$ cat src/rtl/rv64_pkg.sv
// Shared RV64 writeback types: load funct3 encodings and the {rd,data} write request.
package rv64_pkg;

   localparam logic [2:0] F3_LB  = 3'b000;
   localparam logic [2:0] F3_LH  = 3'b001;
   localparam logic [2:0] F3_LW  = 3'b010;
   localparam logic [2:0] F3_LD  = 3'b011;
   localparam logic [2:0] F3_LBU = 3'b100;
   localparam logic [2:0] F3_LHU = 3'b101;
   localparam logic [2:0] F3_LWU = 3'b110;

   typedef struct packed {
      logic [4:0]  rd;
      logic [63:0] data;
   } wb_req_t;

endpackage

$ cat src/rtl/load_extend.sv
// Combinational load alignment and sign/zero extension of a 64-bit doubleword by funct3/offset.
module load_extend
   import rv64_pkg::*;
(
   input  logic [2:0]  funct3,
   input  logic [2:0]  offset,
   input  logic [63:0] rdata,
   output logic [63:0] data
);

   logic [2:0]  eff;
   logic [63:0] shifted;

   // Offset bits below the access size are dropped; alignment faults are handled upstream.
   always_comb begin
      eff = offset;
      case (funct3[1:0])
         2'b00:   eff = offset;
         2'b01:   eff = {offset[2:1], 1'b0};
         2'b10:   eff = {offset[2], 2'b00};
         default: eff = 3'b000;
      endcase
   end

   assign shifted = rdata >> {eff, 3'b000};

   always_comb begin
      data = shifted;
      case (funct3)
         F3_LB:   data = {{56{shifted[7]}},  shifted[7:0]};
         F3_LH:   data = {{48{shifted[15]}}, shifted[15:0]};
         F3_LW:   data = {{32{shifted[31]}}, shifted[31:0]};
         F3_LBU:  data = {56'd0, shifted[7:0]};
         F3_LHU:  data = {48'd0, shifted[15:0]};
         F3_LWU:  data = {32'd0, shifted[31:0]};
         default: data = shifted;
      endcase
   end

endmodule

$ cat src/rtl/regfile_writeback.sv
// Merges ALU and load results into one registered RegisterFile write per cycle (1-cycle latency).
// A colliding ALU result parks in a one-entry skid; both readies drop while it is full.
module regfile_writeback
   import rv64_pkg::*;
#(
   parameter int N     = 64,
   parameter int CNT_W = 32
) (
   input  logic             clk,
   input  logic             reset,
   input  logic             alu_valid,
   output logic             alu_ready,
   input  logic [4:0]       alu_rd,
   input  logic [N-1:0]     alu_data,
   input  logic             ld_valid,
   output logic             ld_ready,
   input  logic [4:0]       ld_rd,
   input  logic [2:0]       ld_funct3,
   input  logic [2:0]       ld_offset,
   input  logic [N-1:0]     ld_rdata,
   output logic             writeEnable,
   output logic [4:0]       rd,
   output logic [N-1:0]     writerData,
   output logic [CNT_W-1:0] wb_count
);

   if (N != 64) begin : g_bad_width
      $error("regfile_writeback supports only N=64");
   end

   localparam logic [CNT_W-1:0] CNT_ONE = 1;

   wb_req_t          skid_q;
   wb_req_t          out_q;
   wb_req_t          alu_req;
   wb_req_t          ld_req;
   wb_req_t          sel;
   logic             skid_full;
   logic             sel_vld;
   logic             wr;
   logic             skid_load;
   logic             we_q;
   logic [CNT_W-1:0] cnt_q;
   logic [63:0]      ld_ext;

   load_extend u_load_extend (
      .funct3 (ld_funct3),
      .offset (ld_offset),
      .rdata  (ld_rdata),
      .data   (ld_ext)
   );

   assign alu_req = '{rd: alu_rd, data: alu_data};
   assign ld_req  = '{rd: ld_rd,  data: ld_ext};

   // Priority: parked ALU result, then load, then ALU bypass.
   always_comb begin
      sel     = skid_q;
      sel_vld = 1'b0;
      if (skid_full) begin
         sel     = skid_q;
         sel_vld = 1'b1;
      end else if (ld_valid) begin
         sel     = ld_req;
         sel_vld = 1'b1;
      end else if (alu_valid) begin
         sel     = alu_req;
         sel_vld = 1'b1;
      end
   end

   assign wr        = sel_vld && (sel.rd != 5'd0);
   assign skid_load = !skid_full && ld_valid && alu_valid && (alu_rd != 5'd0);

   always_ff @(posedge clk or posedge reset) begin
      if (reset) begin
         skid_q    <= '0;
         skid_full <= 1'b0;
         out_q     <= '0;
         we_q      <= 1'b0;
         cnt_q     <= '0;
      end else begin
         we_q <= wr;
         if (wr) begin
            out_q <= sel;
            cnt_q <= cnt_q + CNT_ONE;
         end
         if (skid_full) begin
            skid_full <= 1'b0;
         end else if (skid_load) begin
            skid_full <= 1'b1;
            skid_q    <= alu_req;
         end
      end
   end

   assign alu_ready   = !skid_full;
   assign ld_ready    = !skid_full;
   assign writeEnable = we_q;
   assign rd          = out_q.rd;
   assign writerData  = out_q.data;
   assign wb_count    = cnt_q;

endmodule
$ cat config.mk
export PLATFORM = sky130hd
export DESIGN_NAME = regfile_writeback
export DESIGN_NICKNAME = d
export VERILOG_FILES = /design/src/rtl/rv64_pkg.sv /design/src/rtl/load_extend.sv /design/src/rtl/regfile_writeback.sv
export SDC_FILE = /design/constraint.sdc
export NUM_CORES = 1
export LEC_CHECK = 0
export CORE_MARGIN = 3
export CORE_UTILIZATION = 50
export DETAILED_ROUTE_END_ITERATION = 10
export PLACE_DENSITY_LB_ADDON = 0.15
export REMOVE_ABC_BUFFERS = 1
export SETUP_SLACK_MARGIN = 0.05
export SYNTH_ARGS = -nofsm -noshare
export SYNTH_HDL_FRONTEND = slang
export SYNTH_SLANG_ARGS = --single-unit
$ cat constraint.sdc
create_clock -name clk -period 7.4 [get_ports clk]
set_input_delay 1.48 -clock clk [delete_from_list [all_inputs] [get_ports clk]]
set_output_delay 1.48 -clock clk [all_outputs]
set_load 0.02 [all_outputs]
Word-level counts from Yosys, hierarchy flattened:

Index checks and enable logic that the tools add are counted.

* add/subtract/negate cells: 1
* equality and inequality tests: 7
* shift operators: 1
* muxes and demuxes: 10
* bitwise logic cells: 1
* reduce and logical (&&, ||, !) cells: 10

Operator list (number)
* one-hot mux 64 bit (6 select lines): 1
* two-way mux 69 bit: 3
* >> shifter 64 x 6 -> 64 bit: 1
* adder 32 x 1 -> 32 bit (second input constant): 1
* nonzero test 5 bit: 2
* equality test 3 bit (second input constant): 3
* one-hot mux 3 bit (3 select lines): 1
* two-way mux 1 bit: 5
* logical AND 1 bit: 4
* equality test 3 x 1 -> 1 bit (second input constant): 1
* equality test 3 x 2 -> 1 bit (second input constant): 1
* zero test 3 bit: 1
* equality test 2 x 1 -> 1 bit (second input constant): 1
* equality test 2 bit (second input constant): 1
* zero test 2 bit: 1
* AND reduction 2 bit: 1
* zero test 1 bit: 1
* NOT 1 bit: 1

* register bits: 172
* input bits: 148
* output and inout port bits: 104
* logic and storage cells: 37

Depth between registers and ports, before layout:

Gate-level depths: netlist of the first run.

* word-level depth: 8
* depth in mapped cells: 12
* mapped depth without buffers: 8

Cells and area by module:

A second synthesis of the first run with hierarchy kept.

* cell total of the unflattened synthesis: 1237
* area, all modules: 10055.9 um^2

By module, submodules not included
* regfile_writeback: instances 1, cells an instance 921, area each 8039.0 um^2, sequential area each 4304.1 um^2
* load_extend: instances 1, cells an instance 316, area each 2016.9 um^2, sequential area each 0.0 um^2

Least setup slack after synthesis of the first run:

No wires, ideal clock.

* path type: in2reg
* start point: in ld_funct3[0]
* end point: reg out_q, in the netlist writerData[16]
* library setup time: 126 ps
* arrival time: 3298 ps
* required time: 7274 ps
* slack: 3976 ps
* stages on the path: 10
* path buffers: 3
* cells stage by stage: buf_2 nand2b_1 buf_2 a22oi_1 o221ai_1 o21a_1 o21ai_1 buf_4 a311oi_1 a221o_1

* word-level cells in the longest chain between the ends: 6
* elaborated cells on any way between the ends: 14
* classes of those cells: eq/ne: 7; shift: 1; mux: 4; reduce/logical: 2

RTL lines
* start, declared: line regfile_writeback.sv:18 `input logic [2:0] ld_funct3,`
* equality test 2 bit (tied with other cells): line load_extend.sv:17 `case (funct3[1:0])`
* one-hot mux 3 bit (3 select lines): line load_extend.sv:17
* >> shifter 64 x 6 -> 64 bit: line load_extend.sv:25 `assign shifted = rdata >> {eff, 3'b000};`
* one-hot mux 64 bit (6 select lines) *: line load_extend.sv:29 `case (funct3)`
* two-way mux 69 bit *: line regfile_writeback.sv:63 `end else if (ld_valid) begin`
* two-way mux 69 bit *: line regfile_writeback.sv:60 `if (skid_full) begin`
* end signal, assigned: line regfile_writeback.sv:85 `out_q <= sel;`
* end, declared: line regfile_writeback.sv:34 `wb_req_t out_q;`

Mark *: on every way between the ends. The rest lies on a longest branch, timed or not.
A chain may end at the register's enable or synchronous reset.

Final worst setup path of the first run:

* start point: in ld_funct3[1]
* end point: reg out_q, in the netlist writerData[27]

The elaborated chain is that of the path after synthesis.

==> metrics.yaml, run 1 <==
ys_top_cells_by_area: "dfrtp_1, nand2_1, a221oi_1"
wl_um: 33700
clk_latency_ns: 0.44
fp.dieH_um: 147
slew_headroom: 0.116
cpMostUsedCell: "buf_4"
wl_per_cell_um: 20.7
p_leak_nw: 5.70
final_max_slew_viol_count: 0
gr-usage-all-layers: 0.305
postCtsSetupRepairBufs: 0
timing.critical_path.cells: "clkdlybuf4s50_1 > buf_4 > nand2b_1 > o221ai_1 > o21a_1 > o21ai_1 > buf_4 > a311oi_1 > a221o_1"
ys.flop_type: "dfrtp_1"
synth_edf_count: 0
port_buffers: 251
cts_tree: "done"
cts.clk_slew.worst_paths_ns: 0.08
synth_cell_type_count: 63
synth_area_leader_cell: "dfrtp_1"
max_stage_delay_ns: 0.82
final_cell_area_um2: 13000
place_congestion: 1.01
required_ns: 7.72
clkSinkCount: 172
vias: 10000
synth_async_sr_flop_share: 1.00
grt_pass1_vias: 9483
cp.arrival_ns: 5.18
layout-drive-gt1-share: 0.0565
critPathCaptureType: "flop"
crit_type: "input pin to flop"
dp_hpwl_um: 23300
setup_violations: 0
fin_setup_tns_ns: 0
core_area_um2: 19100
grt_pass1_wl_um: 52300
synth-seq-cells: 172
ys_warn_count: 0
final_common_cell: "nand2_1"
ctsHoldBuffers: 0
drv_cap: 0
synth_top_area_frac: 0.436
hold_violations: 0
io-pin-count: 252
synth_area_um2: 9880
powerDensity_nw_per_um2: 239
drt_iter0_markers: 885
numCtsBuffers: 17
crit_path_start_kind: "input pin"
ir_worst_vdd_v: 0.000166
die_area_um2: 21500
grt_start_max_net_pins: 73
ys_seq_area_frac: 0.436
rsz0062_at_grt: "no"
start_util: 0.518
hold_slack_ns: 0.474
syn_inst: 1154
cts_resized: 0
outcome: "completed"
min_period_over_period: 0.656
syn_avg_cell_area_um2: 8.56
root_buffer: "clkbuf_16"
vias_per_cell: 6.16
place_area_um2: 12400
row_count: 50
overflow: 0
antenna_left: 0
drt_pre_antenna_iters: 8
mostFrequentLayoutCells: "nand2_1, clkdlybuf4s50_1, dfrtp_1, nor2_1, a21oi_1"
worstPathMaxFanout: 36
skew_ns: 0.0105
worst_hold_path_type: "flop to flop"
grt_antenna_before_repair: 8
fin_crit_ns: 4.85
cp_slowest_cell: "nand2b_1"
fmax_mhz: 206
tightest_slew_ns: 1.32
drc_errors: 0
area_delta_synth_final_pct: 31.9
die_w_um: 147
clock_path_buffers: 2
nets: 1499
htreeDepth: 4
==> flip-flops by register name, summed over array words and instances, names as in the netlist <==
register / count
rd: 5
skid_full: 1
skid_q: 69
wb_count: 32
writeEnable: 1
writerData: 64
==> critical path, delay by kind of cell <==
kind,cells,cell delay (ns)
and+or+nand+nor,1,0.82
AOI/OAI and AO/OA,5,1.75
buffers and inverters,3,1.10
==> worst paths after layout <==
path | slack [ns] | startpoint | depth (start not counted) | to
max in group asynchronous | 4.58 | reset | 3 | skid_full
hold reg to reg | 0.47 | wb_count[31] | 1 | wb_count[31]
setup / recovery | 2.55 | ld_funct3[1] | 9 | writerData[27]
min in group asynchronous | 1.45 | reset | 2 | skid_q[59]
hold / removal | 0.47 | wb_count[31] | 1 | wb_count[31]
setup reg to reg | 2.96 | skid_full | 10 | writerData[41]
==> report_power, final <==
group	internal (W)	switching (W)
clock	0.000483	0.000434
combinational	0.000443	0.000532
sequential	0.00110	0.000120
==> synth_stat cells, drive strengths merged, types with 22 or more instances <==
master	instances
nand2	273
a221oi	42
o21ai	70
dfrtp	172
a211o	31
nand3	40
xnor2	22
clkbuf	54
inv	48
a21oi	68
nor2	85
buf	38
a2bb2oi	30
==> cell type report <==
class,instances,area [µm²]
timing repair buffer,269,2640
inverter,48,185
tap,260,325
sequential,172,4310
fill,1573,6050
clock inverter,15,179
antenna,4,10.0
multi-input combinational,842,4960
clock buffer,17,425
==> cells by family after synthesis <==
family,Yosys count,share of synthesized area
xor gates and xnor gates,31,0.0275
muxes,22,0.0327
AOI/OAI and AO/OA,332,0.242
adders and majority gates,1,0.00127
and+or+nand+nor,456,0.198
DFF,172,0.436
buffers and inverters,140,0.0628
==> layer usage <==
layer  share of wire  routed length, µm  track usage  vias to the layer above
met4           0.035               1160        0.133                        6
met1            0.40              13300        0.403                     4849
li1                -                  -            -                     4529
met5          0.0010                 34            0                        -
met3           0.093               3140       0.0748                       85
met2            0.48              16000        0.480                      554
==> metrics by stage <==
stage,std cells,power [W],worst slack (ns),utilization
6_report,1627,0.00312,2.55,0.683
5_1_grt,1627,0.00326,2.42,0.683
4_1_cts,1623,0.00312,2.63,0.682
3_5_place_dp,1591,0.00221,2.18,0.651
3_3_place_gp,1591,0.00219,2.26,0.651
2_1_floorplan,1062,0.00173,1.26,-
(Power assumes the default switching activity.)
==> inputs of run 2 (changes only) <==
==> constraint.sdc (replaced) <==
create_clock -name clk -period 4.77 [get_ports clk]
set_input_delay 0.954 -clock clk [delete_from_list [all_inputs] [get_ports clk]]
set_output_delay 0.954 -clock clk [all_outputs]
set_load 0.02 [all_outputs]
==> metrics.yaml, run 2 (synthesis gave the netlist of run 1 again) <==
required_ns: 5.09
p_leak_nw: 5.72
area_delta_synth_final_pct: 32.4
outcome: "completed"
ctsHoldBuffers: 0
total_power_w: 0.00482
wl_per_cell_um: 20.7
start_util: 0.518
final_cell_count_no_fill: 1631
layout-drive-gt1-share: 0.0613
place_ws_ns: 0.852
worstPathMaxFanout: 18
met2_usage: 0.503
regMostFlops: "skid_q"
cts_resized: 0
root_buffer: "clkbuf_16"
io-pin-count: 252
drv_cap: 0
mostFrequentLayoutCells: "nand2_1, clkdlybuf4s50_1, dfrtp_1, nor2_1, a21oi_1"
grt_pass1_wl_um: 52900
wl_um: 33800
grt_use_met1: 0.409
drt_iter0_markers: 1086
ir_worst_vdd_v: 0.000244
numCtsBuffers: 17
powerDensity_nw_per_um2: 368
hold_violations: 0
crit_type: "input pin to flop"
slew_headroom: 0.335
crit_path_start_kind: "input pin"
cpMostUsedCell: "buf_4"
die_area_um2: 21500
vias: 10000
core_area_um2: 19100
postCtsSetupRepairBufs: 0
largest_reg_flops: 69
critPathCaptureType: "flop"
htreeDepth: 4
setup_ws_ns: 1.25
final_max_slew_viol_count: 0
timing.critical_path.cells: "clkdlybuf4s50_1 > buf_4 > nand2b_1 > o221ai_1 > o21a_1 > o21ai_1 > buf_4 > a311oi_1 > a221o_1"
skew_ns: 0.00946
vias_per_cell: 6.14
setup_violations: 0
final_common_cell: "nand2_1"
nFillCells: 1525
fp.dieH_um: 147
min_period_over_period: 0.739
rsz0062_at_grt: "no"
row_count: 50
grtUsageMet3: 0.0593
drt_pre_antenna_iters: 5
grt_antenna_before_repair: 6
cts.clk_slew.worst_paths_ns: 0.07
port_buffers: 251
gr-usage-all-layers: 0.308
overflow: 0
max_stage_delay_ns: 0.53
grt_start_max_net_pins: 86
dp_hpwl_um: 23500
fin_crit_ns: 3.52
clk_latency_ns: 0.43
top_usage_layer: "met2"
fmax_mhz: 284
die_w_um: 147
clock_path_buffers: 2
worst_hold_path_type: "flop to flop"
cp.arrival_ns: 3.84
cts_tree: "done"
tightest_slew_ns: 0.998
cp_slowest_cell: "clkdlybuf4s50_1"
nets: 1506
drc_errors: 0
dp.cells: 1598
clkSinkCount: 172
grt_pass1_vias: 9533
place_congestion: 0.911
antenna_left: 0
==> run 2: path summary, 6_finish.rpt <==
path | cells past startpoint | end | slack (ns) | start
max | 9 | writerData[29] | 1.25 | ld_funct3[1]
min | 1 | wb_count[31] | 0.47 | wb_count[31]
max in group asynchronous | 3 | writerData[55] | 2.84 | reset
max reg2reg | 8 | writerData[42] | 1.40 | skid_full
min in group asynchronous | 2 | skid_q[59] | 1.03 | reset
min reg2reg | 1 | wb_count[31] | 0.47 | wb_count[31]
==> run 2: stage by stage <==
stage / setup TNS (ns) / util / area [µm²] / hold slack [ns]
after floorplan: -145.66 / - / 9440 / 0.446
after global placement: 0 / 0.655 / 12500 / 0.457
after detailed placement: 0 / 0.655 / 12500 / 0.461
after CTS: 0 / 0.686 / 13100 / 0.472
after global routing: 0 / 0.686 / 13100 / 0.501
final: 0 / 0.686 / 13100 / 0.475
==> run 2: final cells by class <==
type | instances | area, µm² | share of cell area
Clock inverter | 14 | 150 | 0.0115
Antenna cell | 1 | 2.50 | 0.000191
Multi-Input combinational cell | 842 | 4960 | 0.379
Sequential cell | 172 | 4310 | 0.329
Tap cell | 260 | 325 | 0.0249
Clock buffer | 18 | 439 | 0.0336
Inverter | 48 | 185 | 0.0142
Timing Repair Buffer | 276 | 2720 | 0.208
==> run 2: metal layers <==
layer / part of all wire / up-vias
li1: - / 4547
met1: 0.39 / 4769
met2: 0.48 / 600
met3: 0.093 / 81
met4: 0.031 / 10
met5: 0.0019 / -
==> run 2: critical path, delay by kind of cell <==
family | cells | cell delay (ns)
buffers and inverters | 3 | 1.10
AND/OR/NAND/NOR | 1 | 0.36
AO/OA/AOI/OAI | 5 | 1.41
==> run 2: power breakdown <==
part | total (W) | switching, W | internal, W | leakage (nW)
Combinational | 0.00153 | 0.000832 | 0.000696 | 3.31
Sequential | 0.00190 | 0.000187 | 0.00171 | 2.14
Clock | 0.00139 | 0.000673 | 0.000712 | 0.276
Total | 0.00482 | 0.00169 | 0.00312 | 5.72
